--- src/rtl/mem_event_packer.sv ---
// mem_event_packer: captures data-memory requests at issue, completes loads
// with the next-cycle response, and emits checker memory events in commit order.
// Optional build macro: MEM_EVENT_PACKER_ASSERT_EN enables immediate assertions
// on every ordering-violation condition plus an assume on legal store strobes.
// Handshake note: dmem_valid and commit_valid are single-cycle strobes with no
// back-pressure; mem_read_valid/mem_write_valid are combinational and last
// exactly the commit cycle.
module mem_event_packer #(
    parameter int DEPTH = 2
) (
    input  logic        clock,
    input  logic        reset,
    input  logic        dmem_valid,
    input  logic [31:0] dmem_addr,
    input  logic [3:0]  dmem_wstrb,
    input  logic [31:0] dmem_wdata,
    input  logic [31:0] dmem_rdata,
    input  logic        commit_valid,
    input  logic [31:0] commit_inst,
    output logic        mem_read_valid,
    output logic [31:0] mem_read_addr,
    output logic [6:0]  mem_read_memWidth,
    output logic [31:0] mem_read_data,
    output logic        mem_write_valid,
    output logic [31:0] mem_write_addr,
    output logic [6:0]  mem_write_memWidth,
    output logic [31:0] mem_write_data,
    output logic        err
);

    localparam int AW = (DEPTH > 1) ? $clog2(DEPTH) : 1;
    localparam int PW = AW + 1;

    logic [PW-1:0]            head_q, head_d, tail_q, tail_d;
    logic [DEPTH-1:0][31:0]   addr_q, addr_d;
    logic [DEPTH-1:0][31:0]   data_q, data_d;
    logic [DEPTH-1:0][6:0]    width_q, width_d;
    logic [DEPTH-1:0]         store_q, store_d;
    logic [DEPTH-1:0]         ok_q, ok_d;
    logic                     pend_q, pend_d;
    logic [AW-1:0]            pend_idx_q, pend_idx_d;
    logic                     err_q, err_d;

    logic [AW-1:0] head_idx, tail_idx;
    logic          empty, full;
    logic          is_ld_op, is_st_op, pop_req, pop_ok, push_ok;
    logic          h_store, bypass, ld_ok;
    logic [4:0]    h_shift, st_shift;
    logic [6:0]    ld_width, st_width;
    logic [31:0]   ld_word, ld_data, st_data;
    logic          ovf_err, unf_err, type_err, nodata_err;
    logic          unused_inst;

    // Only opcode and the size bits of funct3 matter to this block.
    assign unused_inst = ^{commit_inst[31:14], commit_inst[11:7]};

    function automatic logic [31:0] width_mask(input logic [6:0] w);
        if (w >= 7'd32) return 32'hFFFF_FFFF;
        return (32'h1 << w) - 32'h1;
    endfunction

    function automatic logic [2:0] popcount4(input logic [3:0] s);
        return {2'b00, s[0]} + {2'b00, s[1]} + {2'b00, s[2]} + {2'b00, s[3]};
    endfunction

    // Event decode, error detection and FIFO next-state.
    always_comb begin
        head_idx   = head_q[AW-1:0];
        tail_idx   = tail_q[AW-1:0];
        empty      = (head_q == tail_q);
        full       = (head_q[AW-1:0] == tail_q[AW-1:0]) && (head_q[AW] != tail_q[AW]);

        is_ld_op   = (commit_inst[6:0] == 7'b0000011);
        is_st_op   = (commit_inst[6:0] == 7'b0100011);
        pop_req    = commit_valid && (is_ld_op || is_st_op);
        pop_ok     = pop_req && !empty;
        push_ok    = dmem_valid && (!full || pop_ok);

        h_store    = store_q[head_idx];
        bypass     = pend_q && (pend_idx_q == head_idx) && !h_store;
        h_shift    = {addr_q[head_idx][1:0], 3'b000};
        case (commit_inst[13:12])
            2'b00:   ld_width = 7'd8;
            2'b01:   ld_width = 7'd16;
            default: ld_width = 7'd32;
        endcase
        ld_word    = bypass ? dmem_rdata : data_q[head_idx];
        ld_ok      = ok_q[head_idx] || bypass;
        ld_data    = ld_ok ? ((ld_word >> h_shift) & width_mask(ld_width)) : 32'h0;

        st_shift   = {dmem_addr[1:0], 3'b000};
        st_width   = {1'b0, popcount4(dmem_wstrb), 3'b000};
        st_data    = (dmem_wdata >> st_shift) & width_mask(st_width);

        mem_read_valid     = 1'b0;
        mem_read_addr      = 32'h0;
        mem_read_memWidth  = 7'd0;
        mem_read_data      = 32'h0;
        mem_write_valid    = 1'b0;
        mem_write_addr     = 32'h0;
        mem_write_memWidth = 7'd0;
        mem_write_data     = 32'h0;
        if (pop_ok) begin
            if (h_store) begin
                mem_write_valid    = 1'b1;
                mem_write_addr     = addr_q[head_idx];
                mem_write_memWidth = width_q[head_idx];
                mem_write_data     = data_q[head_idx];
            end else begin
                mem_read_valid     = 1'b1;
                mem_read_addr      = addr_q[head_idx];
                mem_read_memWidth  = ld_width;
                mem_read_data      = ld_data;
            end
        end

        ovf_err    = dmem_valid && full && !pop_ok;
        unf_err    = pop_req && empty;
        type_err   = pop_ok && (h_store != is_st_op);
        nodata_err = pop_ok && !h_store && !ld_ok;
        err_d      = err_q || ovf_err || unf_err || type_err || nodata_err;

        head_d     = head_q;
        tail_d     = tail_q;
        addr_d     = addr_q;
        data_d     = data_q;
        width_d    = width_q;
        store_d    = store_q;
        ok_d       = ok_q;
        // Response latch goes first so a push reusing the same slot wins.
        if (pend_q) begin
            data_d[pend_idx_q] = dmem_rdata;
            ok_d[pend_idx_q]   = 1'b1;
        end
        if (pop_ok) head_d = head_q + 1'b1;
        if (push_ok) begin
            addr_d[tail_idx]  = dmem_addr;
            store_d[tail_idx] = (dmem_wstrb != 4'b0000);
            width_d[tail_idx] = (dmem_wstrb != 4'b0000) ? st_width : 7'd0;
            data_d[tail_idx]  = (dmem_wstrb != 4'b0000) ? st_data : 32'h0;
            ok_d[tail_idx]    = (dmem_wstrb != 4'b0000);
            tail_d            = tail_q + 1'b1;
        end
        pend_d     = push_ok && (dmem_wstrb == 4'b0000);
        pend_idx_d = tail_idx;
    end

    assign err = err_q;

    // State register; reset empties the FIFO and drops any in-flight response.
    always_ff @(posedge clock or negedge reset) begin
        if (!reset) begin
            head_q     <= '0;
            tail_q     <= '0;
            addr_q     <= '0;
            data_q     <= '0;
            width_q    <= '0;
            store_q    <= '0;
            ok_q       <= '0;
            pend_q     <= 1'b0;
            pend_idx_q <= '0;
            err_q      <= 1'b0;
        end else begin
            head_q     <= head_d;
            tail_q     <= tail_d;
            addr_q     <= addr_d;
            data_q     <= data_d;
            width_q    <= width_d;
            store_q    <= store_d;
            ok_q       <= ok_d;
            pend_q     <= pend_d;
            pend_idx_q <= pend_idx_d;
            err_q      <= err_d;
        end
    end

`ifdef MEM_EVENT_PACKER_ASSERT_EN
    // Each ordering violation is illegal; stores use naturally aligned strobes.
    always @(posedge clock) begin
        if (reset) begin
            assert (!ovf_err);
            assert (!unf_err);
            assert (!type_err);
            assert (!nodata_err);
            if (dmem_valid && (dmem_wstrb != 4'b0000))
                assume ((dmem_wstrb == (4'b0001 << dmem_addr[1:0])) ||
                        ((dmem_wstrb == (4'b0011 << dmem_addr[1:0])) && !dmem_addr[0]) ||
                        ((dmem_wstrb == 4'b1111) && (dmem_addr[1:0] == 2'b00)));
        end
    end
`endif

endmodule

--- config.mk ---
export PLATFORM = sky130hd
export DESIGN_NAME = mem_event_packer
export DESIGN_NICKNAME = d
export VERILOG_FILES = /design/src/rtl/mem_event_packer.sv
export SDC_FILE = /design/constraint.sdc
export NUM_CORES = 1
export LEC_CHECK = 0
export CAP_MARGIN = 15
export CORE_AREA = 3 3 202 204
export CTS_CLUSTER_SIZE = 24
export DETAILED_ROUTE_END_ITERATION = 10
export DIE_AREA = 0 0 205 207
export GPL_ROUTABILITY_DRIVEN = 0
export SYNTH_ARGS = -nofsm -noshare
export SYNTH_HDL_FRONTEND = slang
export SYNTH_SLANG_ARGS = --single-unit
--- constraint.sdc ---
create_clock -name clock -period 6.4 [get_ports clock]
set_clock_uncertainty 0.15 [all_clocks]
set_input_delay 1.28 -clock clock [delete_from_list [all_inputs] [get_ports clock]]
set_output_delay 1.28 -clock clock [all_outputs]
set_load 0.1 [all_outputs]
==> run metrics <==
clock share of power 22.0%; crit path time final between 5 and 6 ns; final cell utilization of the core 33.8%; Gate Count Post-Synth 967; CP required 4.97 ns; setup ws final 0.906 ns; area grow syn2layout 36.6%; Sw Ratio 39.9%; DP Worst Slack 1.03 ns; grt ovf 0; Max-Cap Viols 0; area taken by multi-input logic gates 5720 sq um; Die W between 200 and 250 um; final WL 34.6 mm; Seq/Total Area, Yosys 37.1%; Fin. Hold Viols 0; row count 73; Synth cell types 54; total number of vias just over 8k; Clock Latency Late Sink 0.43 ns; FILL cells 4012; number of global-route vias before repair 8091; Synth async-reset ratio 100%; Reg power frac 34.3%; Pwr Total between 4 and 5 mW; layout cells sized above 1 23.6%; Max Fanout on Critical Path 8; Die Area roughly 42000 sq um; Leak about 6.4 nW; outcome complete, no violations; top-level port count 281; Placed Cells 1673; register bit total from synthesis 145; Slew Limit Fails 0; final non-filler cell total 1707; nets@finish 1311; post-DP HPWL 25.2 mm; fin area between 10000 and 15000 sq um; register area 3630 sq um; CTS tree yes; Clock Sinks 145; period utilisation layout ~86%; initial antenna violation count 2; Pre-antenna DRT Iters 5; H-tree Lvls 4; Cell Area, Placed 12700 sq um; Clock Root Buffer clkbuf_16; cts bufs inserted 17; logic gate share of total power 43.8%; relative slew slack 32.6%; number of vias per cell around 4.9; Final Setup Violations 0; syn avg cell area 10.1 sq um; ys flop type dfrtp_1; cell area after synthesis between 9000 and 10000 sq um; Post-synth EDFFs 0; wire per inst 20.2 um; Starting Density ~25%; first-pass GRT wire length roughly 52 mm; Critical Setup Path Class in2out; Core Area 39500 sq um; # Post-CTS Setup Buffers 0; I/O Buffers 249; drt drc 0; Switch Pwr approximately 1.9 mW; post-route ant nets 0; Int Power 2.87 mW; fmax 0.182 GHz; PD cells between 300 and 400 nW/um^2; Clock Path Buffers 2; final setup TNS 0 ns; largest net degree at the start of global routing 91; Hold Worst Slack 0.327 ns; post-CTS sizing 0; Hold-fix buffers, CTS 0; Worst Setup Start Kind primary input; crit end category output port; YS warnings 0; worst min path class reg2reg; Initial DRC Count 526; critical path arrival 4.06 ns; largest area contributor in the netlist dfrtp_1; GRT Total Usage 15.9%; Peak VDD IR 0.000166 V; RSZ-0062 raised after global routing false; pin slew with the least headroom to its limit a little over 1 ns; synth top area cells dfrtp_1 37%, mux2i_1 24%, mux2_2 8.5%; Die Y 207 um; clock slew at reported path FFs 0.07 ns; Synth top area share 37.1%
-- worst max-delay path, cell delays in order --
cell and delay [ns]:
clkdlybuf4s50_1 0.47, or3b_2 0.50, a2111o_1 0.47, clkinv_8 0.11, nand2_2 0.16, a311oi_1 0.80, buf_12 0.26
-- sequential cells by signal, summed over array words and instances, names as in the netlist --
signal / flops
addr_q: 64
width_q: 6
pend_idx_q: 1
head_q: 2
ok_q: 2
err: 1
pend_q: 1
data_q: 64
store_q: 2
tail_q: 2
-- power by group through the flow --
stage          Clock (mW)  Sequential (mW)  Combinational [mW]
2_1_floorplan           0             1.51                1.58
3_3_place_gp            0             1.62                2.05
3_5_place_dp            0             1.65                2.09
4_1_cts              1.07             1.63                2.10
5_1_grt              1.11             1.69                2.26
6_report             1.05             1.63                2.09
-- cell type report --
type	instances	share of cell area, %
sequential	145	27.2
inverter	11	0.403
multi-input combinational	728	42.8
timing repair buffer	264	20.0
antenna	2	0.0375
tap	525	4.92
clock buffer	18	3.29
clock inverter	14	1.34
-- cells in the mapped netlist, types with 2 or more instances --
library cell    n
or3_1           8
a2111o_1        2
nand4_1        24
mux2i_1       232
a311o_1         8
nor2_1        139
o2bb2ai_1       8
nand3_1        12
xnor2_1         5
nand2_1        53
a41oi_1         8
buf_6           7
mux2_2         74
o211ai_1        9
a21oi_1        23
ha_1            7
buf_4          11
o311a_1         8
or2_2           2
dfrtp_1       145
a211o_1        17
mux2_1          7
nand2b_1        2
inv_1           9
a311oi_1        8
clkbuf_1       32
nor3_1          3
a211oi_1       25
xor2_1          3
nor2b_1         6
nor3b_1         2
buf_1           8
buf_2          32
nor4_1          8
-- final timing paths --
| path | from | endpoint | slack [ns] | depth (start not counted) |
|---|---|---|---|---|
| worst max-delay path | commit_valid | mem_read_data[1] | 0.91 | 7 |
| worst min register to register | err | err | 0.33 | 1 |
| min in group asynchronous | reset | data_q[62] | 0.77 | 1 |
| worst max register to register | head_q[0] | data_q[14] | 3.24 | 5 |
| max in group asynchronous | reset | addr_q[7] | 4.04 | 2 |
| worst min-delay path | err | err | 0.33 | 1 |
-- per-layer routing --
| metal | GRT usage [%] | part of all wire [%] | vias to the layer above |
|---|---|---|---|
| met3 | 2.25 | 4.6 | 33 |
| met5 | 0 | 0 | - |
| met1 | 23.7 | 49 | 4094 |
| li1 | - | - | 3924 |
| met2 | 23.7 | 45 | 261 |
| met4 | 5.00 | 1.9 | 0 |
-- cell families (layout without fill, tap and decap cells) --
family          after synthesis  after routing  share of synthesized area [%]
mux                         313            313                           33.1
buf+inv                     101            307                           5.38
compound gates              119            119                           9.54
xor+xnor                      8              8                          0.717
simple gates                272            272                           13.0
flops                       145            145                           37.1
other cells                   1             10                         0.0384
fa+ha+maj                     8              8                           1.10
-- cells in the final DEF (no fill, tap or decap), types with 17 or more instances in the layout --
master / synthesis / layout
nand2_1: 53 / 52
dfrtp_1: 145 / 144
buf_12: 0 / 32
clkdlybuf4s50_1: 0 / 112
a21oi_1: 23 / 22
mux2i_1: 232 / 230
nor2_1: 139 / 139
a211oi_1: 25 / 25
nand4_1: 24 / 24
buf_4: 11 / 119
clkbuf_16: 0 / 17
mux2_2: 74 / 74
No activity file was read; power rests on OpenSTA's default activity.
